==> src/rtl/usb_speed_autodetect_pkg.sv <==
// Shared USB speed / linestate codes and the PHY select mapping for a detected speed.
package usb_speed_autodetect_pkg;

  typedef enum logic [1:0] {
    USB_SPEED_AUTO = 2'b00,
    USB_SPEED_LS   = 2'b01,
    USB_SPEED_FS   = 2'b10,
    USB_SPEED_HS   = 2'b11
  } usb_speed_e;

  typedef enum logic [1:0] {
    LINE_SE0 = 2'b00,
    LINE_J   = 2'b01,
    LINE_K   = 2'b10,
    LINE_SE1 = 2'b11
  } linestate_e;

  // {xcvrsel, termsel} the PHY should use once the link speed is known
  function automatic logic [2:0] phy_sel(input usb_speed_e speed);
    case (speed)
      USB_SPEED_HS: return 3'b000;
      USB_SPEED_LS: return 3'b101;
      default:      return 3'b011;
    endcase
  endfunction

endpackage

==> src/rtl/usb_speed_autodetect_if.sv <==
// Register-block / PHY side signals of the speed autodetector.
interface usb_speed_autodetect_if #(
  parameter int unsigned pUSB_AUTO_COUNTER_WIDTH = 24
);
  logic                               I_restart;
  logic [pUSB_AUTO_COUNTER_WIDTH-1:0] I_wait1;
  logic [pUSB_AUTO_COUNTER_WIDTH-1:0] I_wait2;
  logic [1:0]                         I_xcvrsel_default;
  logic                               I_termsel_default;
  logic [1:0]                         I_linestate;
  logic [1:0]                         O_speed;
  logic                               O_done;
  logic                               O_busy;
  logic [1:0]                         O_xcvrsel;
  logic                               O_termsel;

  modport master (
    output I_restart, I_wait1, I_wait2, I_xcvrsel_default, I_termsel_default, I_linestate,
    input  O_speed, O_done, O_busy, O_xcvrsel, O_termsel
  );

  modport slave (
    input  I_restart, I_wait1, I_wait2, I_xcvrsel_default, I_termsel_default, I_linestate,
    output O_speed, O_done, O_busy, O_xcvrsel, O_termsel
  );
endinterface

==> src/rtl/usb_run_counter.sv <==
// Saturating counter of consecutive matching cycles; o_hit flags the cycle the run reaches pTHRESHOLD.
module usb_run_counter #(
  parameter int unsigned pWIDTH     = 9,
  parameter int unsigned pTHRESHOLD = 150
) (
  input  logic clk,
  input  logic rst,
  input  logic i_clear,
  input  logic i_match,
  output logic o_hit
);

  localparam logic [pWIDTH-1:0] cHIT_AT = pWIDTH'((pTHRESHOLD > 1) ? pTHRESHOLD - 1 : 0);
  localparam logic [pWIDTH-1:0] cONE    = pWIDTH'(1);

  logic [pWIDTH-1:0] r_count;

  always_ff @(posedge clk or posedge rst) begin
    if (rst)
      r_count <= '0;
    else if (i_clear || !i_match)
      r_count <= '0;
    else if (r_count != '1)
      r_count <= r_count + cONE;
  end

  // Hit is combinational so the owner can change state on the Nth matching cycle itself
  assign o_hit = i_match && !i_clear && (r_count >= cHIT_AT);

endmodule

==> src/rtl/usb_speed_autodetect.sv <==
// Detects LS/FS/HS after a restart by watching PHY linestate for settle, bus reset and chirp K.
module usb_speed_autodetect
  import usb_speed_autodetect_pkg::*;
#(
  parameter int unsigned pUSB_AUTO_COUNTER_WIDTH = 24,
  parameter int unsigned pSE0_MIN_CYCLES         = 150,
  parameter int unsigned pCHIRP_MIN_CYCLES       = 150
) (
  input logic                    fe_clk,
  input logic                    reset_i,
  usb_speed_autodetect_if.slave  bus
);

  localparam int unsigned W = pUSB_AUTO_COUNTER_WIDTH;
  localparam logic [W-1:0] cONE = W'(1);

  typedef enum logic [2:0] {
    ST_IDLE, ST_SETTLE, ST_WAIT_RESET, ST_CHIRP, ST_DONE
  } state_e;

  state_e     r_state;
  logic [W-1:0] r_cnt, r_wait1, r_wait2;
  usb_speed_e r_speed;
  logic       r_done, r_busy, r_termsel;
  logic [1:0] r_xcvrsel;

  logic [W-1:0] w_lim1, w_lim2, w_cnt_inc;
  logic         w_term1, w_term2, w_is_se0, w_is_k, w_se0_hit, w_k_hit;
  logic         w_se0_clear, w_k_clear, w_fin;
  usb_speed_e   w_fin_speed;

  assign w_lim1    = (r_wait1 == '0) ? '0 : r_wait1 - cONE;
  assign w_lim2    = (r_wait2 == '0) ? '0 : r_wait2 - cONE;
  assign w_term1   = (r_cnt >= w_lim1);
  assign w_term2   = (r_cnt >= w_lim2);
  assign w_cnt_inc = (r_cnt == '1) ? r_cnt : r_cnt + cONE;

  assign w_is_se0    = (bus.I_linestate == LINE_SE0);
  assign w_is_k      = (bus.I_linestate == LINE_K);
  assign w_se0_clear = bus.I_restart || (r_state != ST_WAIT_RESET);
  assign w_k_clear   = bus.I_restart || (r_state != ST_CHIRP);

  usb_run_counter #(
    .pWIDTH($clog2(pSE0_MIN_CYCLES + 1) + 1),
    .pTHRESHOLD(pSE0_MIN_CYCLES)
  ) u_se0_run (
    .clk(fe_clk), .rst(reset_i), .i_clear(w_se0_clear), .i_match(w_is_se0), .o_hit(w_se0_hit)
  );

  usb_run_counter #(
    .pWIDTH($clog2(pCHIRP_MIN_CYCLES + 1) + 1),
    .pTHRESHOLD(pCHIRP_MIN_CYCLES)
  ) u_k_run (
    .clk(fe_clk), .rst(reset_i), .i_clear(w_k_clear), .i_match(w_is_k), .o_hit(w_k_hit)
  );

  // Final decisions; timeout outranks the SE0 run in WAIT_RESET, chirp outranks timeout in CHIRP
  always_comb begin
    w_fin       = 1'b0;
    w_fin_speed = USB_SPEED_FS;
    case (r_state)
      ST_SETTLE:
        if (w_term1 && bus.I_linestate == LINE_K) begin
          w_fin       = 1'b1;
          w_fin_speed = USB_SPEED_LS;
        end
      ST_WAIT_RESET:
        w_fin = w_term2;
      ST_CHIRP:
        if (w_k_hit) begin
          w_fin       = 1'b1;
          w_fin_speed = USB_SPEED_HS;
        end else if (w_term2 || bus.I_linestate == LINE_J) begin
          w_fin = 1'b1;
        end
      default: ;
    endcase
  end

  always_ff @(posedge fe_clk or posedge reset_i) begin
    if (reset_i) begin
      r_state   <= ST_IDLE;
      r_cnt     <= '0;
      r_wait1   <= '0;
      r_wait2   <= '0;
      r_speed   <= USB_SPEED_FS;
      r_done    <= 1'b0;
      r_busy    <= 1'b0;
      r_xcvrsel <= 2'b01;
      r_termsel <= 1'b1;
    end else if (bus.I_restart) begin
      r_state   <= ST_SETTLE;
      r_cnt     <= '0;
      r_wait1   <= bus.I_wait1;
      r_wait2   <= bus.I_wait2;
      r_done    <= 1'b0;
      r_busy    <= 1'b1;
      r_xcvrsel <= bus.I_xcvrsel_default;
      r_termsel <= bus.I_termsel_default;
    end else if (w_fin) begin
      r_state                <= ST_DONE;
      r_speed                <= w_fin_speed;
      r_done                 <= 1'b1;
      r_busy                 <= 1'b0;
      {r_xcvrsel, r_termsel} <= phy_sel(w_fin_speed);
    end else begin
      if (r_busy) begin
        r_xcvrsel <= bus.I_xcvrsel_default;
        r_termsel <= bus.I_termsel_default;
      end
      case (r_state)
        ST_SETTLE:
          if (w_term1) begin
            r_cnt <= '0;
            if (bus.I_linestate == LINE_J) r_state <= ST_WAIT_RESET;
          end else begin
            r_cnt <= w_cnt_inc;
          end
        ST_WAIT_RESET: begin
          r_cnt <= w_cnt_inc;
          if (w_se0_hit) r_state <= ST_CHIRP;
        end
        ST_CHIRP: r_cnt <= w_cnt_inc;
        default: ;
      endcase
    end
  end

  assign bus.O_speed   = r_speed;
  assign bus.O_done    = r_done;
  assign bus.O_busy    = r_busy;
  assign bus.O_xcvrsel = r_xcvrsel;
  assign bus.O_termsel = r_termsel;

endmodule

==> src/flat_wrapper.sv <==
// flat-port wrapper written by rule: the top's interface ports become plain ports
module usb_speed_autodetect_flat import usb_speed_autodetect_pkg::*;
#(
  parameter int unsigned pUSB_AUTO_COUNTER_WIDTH = 24,
  parameter int unsigned pSE0_MIN_CYCLES         = 150,
  parameter int unsigned pCHIRP_MIN_CYCLES       = 150
)
  (fe_clk, reset_i, bus_I_restart, bus_I_wait1, bus_I_wait2, bus_I_xcvrsel_default, bus_I_termsel_default, bus_I_linestate, bus_O_speed, bus_O_done, bus_O_busy, bus_O_xcvrsel, bus_O_termsel);
  usb_speed_autodetect_if #(.pUSB_AUTO_COUNTER_WIDTH(pUSB_AUTO_COUNTER_WIDTH)) bus_i ();
  input logic fe_clk;
  input logic reset_i;
  input wire logic [$bits(bus_i.I_restart)-1:0] bus_I_restart;
  input wire logic [$bits(bus_i.I_wait1)-1:0] bus_I_wait1;
  input wire logic [$bits(bus_i.I_wait2)-1:0] bus_I_wait2;
  input wire logic [$bits(bus_i.I_xcvrsel_default)-1:0] bus_I_xcvrsel_default;
  input wire logic [$bits(bus_i.I_termsel_default)-1:0] bus_I_termsel_default;
  input wire logic [$bits(bus_i.I_linestate)-1:0] bus_I_linestate;
  output wire logic [$bits(bus_i.O_speed)-1:0] bus_O_speed;
  output wire logic [$bits(bus_i.O_done)-1:0] bus_O_done;
  output wire logic [$bits(bus_i.O_busy)-1:0] bus_O_busy;
  output wire logic [$bits(bus_i.O_xcvrsel)-1:0] bus_O_xcvrsel;
  output wire logic [$bits(bus_i.O_termsel)-1:0] bus_O_termsel;
  assign bus_i.I_restart = bus_I_restart;
  assign bus_i.I_wait1 = bus_I_wait1;
  assign bus_i.I_wait2 = bus_I_wait2;
  assign bus_i.I_xcvrsel_default = bus_I_xcvrsel_default;
  assign bus_i.I_termsel_default = bus_I_termsel_default;
  assign bus_i.I_linestate = bus_I_linestate;
  assign bus_O_speed = bus_i.O_speed;
  assign bus_O_done = bus_i.O_done;
  assign bus_O_busy = bus_i.O_busy;
  assign bus_O_xcvrsel = bus_i.O_xcvrsel;
  assign bus_O_termsel = bus_i.O_termsel;
  usb_speed_autodetect #(.pUSB_AUTO_COUNTER_WIDTH(pUSB_AUTO_COUNTER_WIDTH), .pSE0_MIN_CYCLES(pSE0_MIN_CYCLES), .pCHIRP_MIN_CYCLES(pCHIRP_MIN_CYCLES)) u_core (.fe_clk(fe_clk), .reset_i(reset_i), .bus(bus_i));
endmodule
==> config.mk <==
export PLATFORM = sky130hd
export DESIGN_NAME = usb_speed_autodetect_flat
export DESIGN_NICKNAME = d
export VERILOG_FILES = /design/src/rtl/usb_speed_autodetect_pkg.sv /design/src/rtl/usb_speed_autodetect_if.sv /design/src/rtl/usb_run_counter.sv /design/src/rtl/usb_speed_autodetect.sv /design/src/flat_wrapper.sv
export SDC_FILE = /design/constraint.sdc
export NUM_CORES = 1
export LEC_CHECK = 0
export CORE_MARGIN = 2
export CORE_UTILIZATION = 50
export CTS_BUF_LIST = sky130_fd_sc_hd__clkbuf_2 sky130_fd_sc_hd__clkbuf_4 sky130_fd_sc_hd__clkbuf_8
export DETAILED_ROUTE_END_ITERATION = 7
export PLACE_DENSITY_LB_ADDON = 0.12
export SKIP_CTS_REPAIR_TIMING = 1
export SYNTH_ARGS = -nofsm -noshare
export SYNTH_HDL_FRONTEND = slang
export SYNTH_SLANG_ARGS = --single-unit
export TNS_END_PERCENT = 50
==> constraint.sdc <==
create_clock -name fe_clk -period 12.4 [get_ports fe_clk]
set_input_delay 2.48 -clock fe_clk [delete_from_list [all_inputs] [get_ports fe_clk]]
set_output_delay 2.48 -clock fe_clk [all_outputs]
set_load 0.01 [all_outputs]
==> run_results.csv <==
group,metric,value,unit
worst_setup_path,worst_setup_path_end_kind,"flip-flop",
synthesis,netlist_instances,752,
timing,worst_pin_slew,1.06,ns
timing,slew_headroom,0.295,
cts,insertion_delay,0.39,ns
placed_design,gp_congestion,0.853,
drt,wl_per_cell,16.0,µm
synthesis,avgSynthCellArea,9.08,µm²
layout,seqCellArea,0.00251,mm²
synthesis,yosys_warnings,0,
worst_setup_path,slowest_stage,"o21a_1",
worst_setup_path,setup.worst_path.start,"u_core.r_wait2[13]$_DFFE_PP0P_",
timing,finClkSkew,0.0175,ns
worst_setup_path,cp-start-kind,"flip-flop",
worst_setup_path,path_delay_family,"simple AND/OR/NAND/NOR gates",
cts,cts-root-buf,"clkbuf_8",
synthesis,yosys.area.top_type,"dfrtp_1",
cts,cts_buffers,9,
drt,dr.first_iter.drc_count,438,
worst_hold_path,hp-class,"reg2reg",
synthesis,ys_types,64,
timing,finalCritPeriodShare,0.508,
synthesis,synth-edff-count,0,
synthesis,async_flop_share,1.00,
run_status,outcome,"complete, no violations",
floorplan,die_width,121,µm
layout,drive_gt1_frac,0.103,
timing,rsz0062_at_grt,"false",
worst_setup_path,crit_top_cell,"or4_1",
worst_setup_path,crit_arrival,6.58,ns
drt,viasPerCell,5.84,
synthesis,synthFlopType,"dfrtp_1",
synthesis,ys_ff_latch,100,
cts,cts_tree,"done",
placed_design,io_buffers,62,
timing,hold_viol,0,
floorplan,rows,42,
pwr,p_leak,3.34,nW
synthesis,synth.yosys.seq_area_share,0.367,
layout,design_area,0.00787,mm²
grt,grt_max_degree,70,
placed_design,placed_area,0.00761,mm²
worst_hold_path,hold_start,"u_core.bus.O_speed[1]$_DFFE_PP1P_",
drt,vias,5754,
floorplan,io_pins,63,
drt,drc_errors,0,
worst_setup_path,critical_path.cell_chain,"or4_1 > or3_1 > or4_1 > nor3_1 > nand4_1 > nand2_1 > ha_1 > and2_0 > a221o_1 > a221oi_1 > o21a_1 > nand3_1 > o311ai_0",
layout,area_growth,15.2,%
synthesis,syn-num-nets,866,
cts,htreeDepth,3,
timing,slew_violations,0,
synthesis,synth_top_area_share,0.355,
floorplan,fp.dieH,121,µm
drt,ant_nets,0,
cts,cts.sink_count,100,
grt,grt_pass1_vias,5749,
synthesis,synthTopCellsByArea,"dfrtp_1 (36%), ha_1 (11%), mux2_2 (7.3%), nand2_1 (5.2%), xor2_1 (3.8%)",
layout,fillers,1151,
worst_setup_path,max_stage_delay,0.89,ns
worst_setup_path,r2r_start,"u_core.r_wait2[13]$_DFFE_PP0P_",
timing,setup-tns-final,0,ns
grt,grt_pass1_wl,27.2,mm
pwr,p_per_area,94.1,mW/mm²
synthesis,syn-cell-area,0.00683,mm²
floorplan,start_util,0.514,
floorplan,dieArea,0.0146,mm²
timing,fmax,159,MHz
drt,finalWirelength,15.8,mm
worst_setup_path,critPathMaxFanout,28,
layout,antennaDiodeCount,0,
cts,max-clock-path-buffers,2,
cts,clk_pin_slew,0.10,ns
pwr,peakVddDrop,0.0000692,V
drt,dr.pass1.iters,5,
layout,nets,918,
worst_setup_path,worstPathRequired,12.68,ns
placed_design,post-dp-hpwl,11.6,mm
layout,multiInputGateArea,0.00411,mm²
timing,post-route-min-period,6.30,ns
flow_run,maxCapViolCount,0,
grt,gr-total-overflow,0,
worst_setup_path,critPathBufInv,0,
worst_setup_path,path_class,"reg2reg",
grt,track_usage,0.230,
grt,grt_antenna_before_repair,0,
floorplan,core_area,0.0133,mm²
timing,finalSetupViolations,0,
==> cell families (layout without fill, tap and decap cells) <==
kind of cell | after synthesis | in the layout | share of synthesized area
and+or+nand+nor | 310 | 310 | 0.227
AOI/OAI and AO/OA | 132 | 132 | 0.130
DFF | 100 | 100 | 0.367
adders and majority gates | 58 | 58 | 0.106
buffers and inverters | 57 | 114 | 0.0321
xor gates and xnor gates | 48 | 48 | 0.0615
muxes | 47 | 47 | 0.0769
==> area by class of cell <==
cell class	count	share of cell area
clock buffers	11	0.0192
clock inverters	5	0.0137
inverters	30	0.0146
multi-input cells	595	0.522
flip-flops and latches	100	0.318
well taps	176	0.0280
repair buffers	68	0.0839
==> stage by stage <==
| stage | std cells | worst slack [ns] | hold WS (ns) | power, W | util |
|---|---|---|---|---|---|
| floorplan | 752 | 7.31 | 0.505 | 0.000441 | - |
| global placement | 969 | 6.34 | 0.500 | 0.000478 | 0.573 |
| detailed placement | 969 | 6.16 | 0.509 | 0.000484 | 0.573 |
| CTS | 985 | 6.13 | 0.524 | 0.000750 | 0.592 |
| global route | 985 | 5.61 | 0.528 | 0.000781 | 0.592 |
| finish | 985 | 6.10 | 0.519 | 0.000741 | 0.592 |
==> layer usage <==
layer	routed length, µm	global-route usage	part of all wire
met4	159	0.0618	0.010
met3	824	0.0508	0.052
met1	7500	0.310	0.47
met5	0	0	0
met2	7320	0.373	0.46
==> flip-flops by register name (all words and copies together) (netlist names) <==
register / count
u_core.bus.O_busy: 1
u_core.u_k_run.r_count: 9
u_core.bus.O_termsel: 1
u_core.bus.O_done: 1
u_core.bus.O_xcvrsel: 2
u_core.r_wait2: 24
u_core.r_state: 3
u_core.r_wait1: 24
u_core.r_cnt: 24
u_core.bus.O_speed: 2
u_core.u_se0_run.r_count: 9
==> worst paths after layout <==
| path | endpoint | slack, ns | depth (start not counted) |
|---|---|---|---|
| max in group asynchronous | u_core.r_wait2[15]$_DFFE_PP0P_ | 8.78 | 3 |
| worst max register to register | u_core.r_cnt[17]$_DFFE_PP0P_ | 6.10 | 13 |
| worst min register to register | u_core.bus.O_speed[1]$_DFFE_PP1P_ | 0.52 | 1 |
| worst min-delay path | u_core.bus.O_speed[1]$_DFFE_PP1P_ | 0.52 | 1 |
| worst max-delay path | u_core.r_cnt[17]$_DFFE_PP0P_ | 6.10 | 13 |
| min in group asynchronous | u_core.r_wait1[18]$_DFFE_PP0P_ | 2.46 | 2 |
==> power by group <==
part / switching [W] / internal [W] / total, W
logic: 0.0000517 / 0.0000598 / 0.000112
clock network: 0.000118 / 0.000146 / 0.000264
registers: 0.0000221 / 0.000344 / 0.000366
==> cell usage after synthesis (4+ instances only) <==
| cell | instances |
|---|---|
| and2_1 | 5 |
| or4_1 | 6 |
| clkbuf_1 | 22 |
| nor4_1 | 6 |
| a21oi_1 | 40 |
| nand4b_1 | 4 |
| o21ai_0 | 23 |
| a41oi_1 | 9 |
| nor2_1 | 62 |
| dfrtp_1 | 97 |
| ha_1 | 58 |
| nand4_1 | 32 |
| nand2b_1 | 8 |
| buf_2 | 4 |
| mux2_2 | 44 |
| nor3_1 | 28 |
| inv_1 | 30 |
| a211oi_1 | 6 |
| nand2_1 | 95 |
| o221ai_1 | 13 |
| xnor2_1 | 18 |
| nand3_1 | 26 |
| nor2b_1 | 6 |
| a31oi_1 | 4 |
| xor2_1 | 30 |
| or3_1 | 11 |
==> placed cells by master, fill, tap and decap left out, types with 8 or more instances in the layout <==
cell type and instances:
a21oi_1 40, a41oi_1 9, clkbuf_8 11, clkdlybuf4s50_1 61
dfrtp_1 97, ha_1 58, inv_1 29, mux2_2 44
nand2_1 95, nand2b_1 8, nand3_1 26, nand4_1 32
nor2_1 62, nor3_1 28, o21ai_0 23, o221ai_1 13
or3_1 11, xnor2_1 18, xor2_1 30
Note: power is estimated with default switching activity, not from simulation.
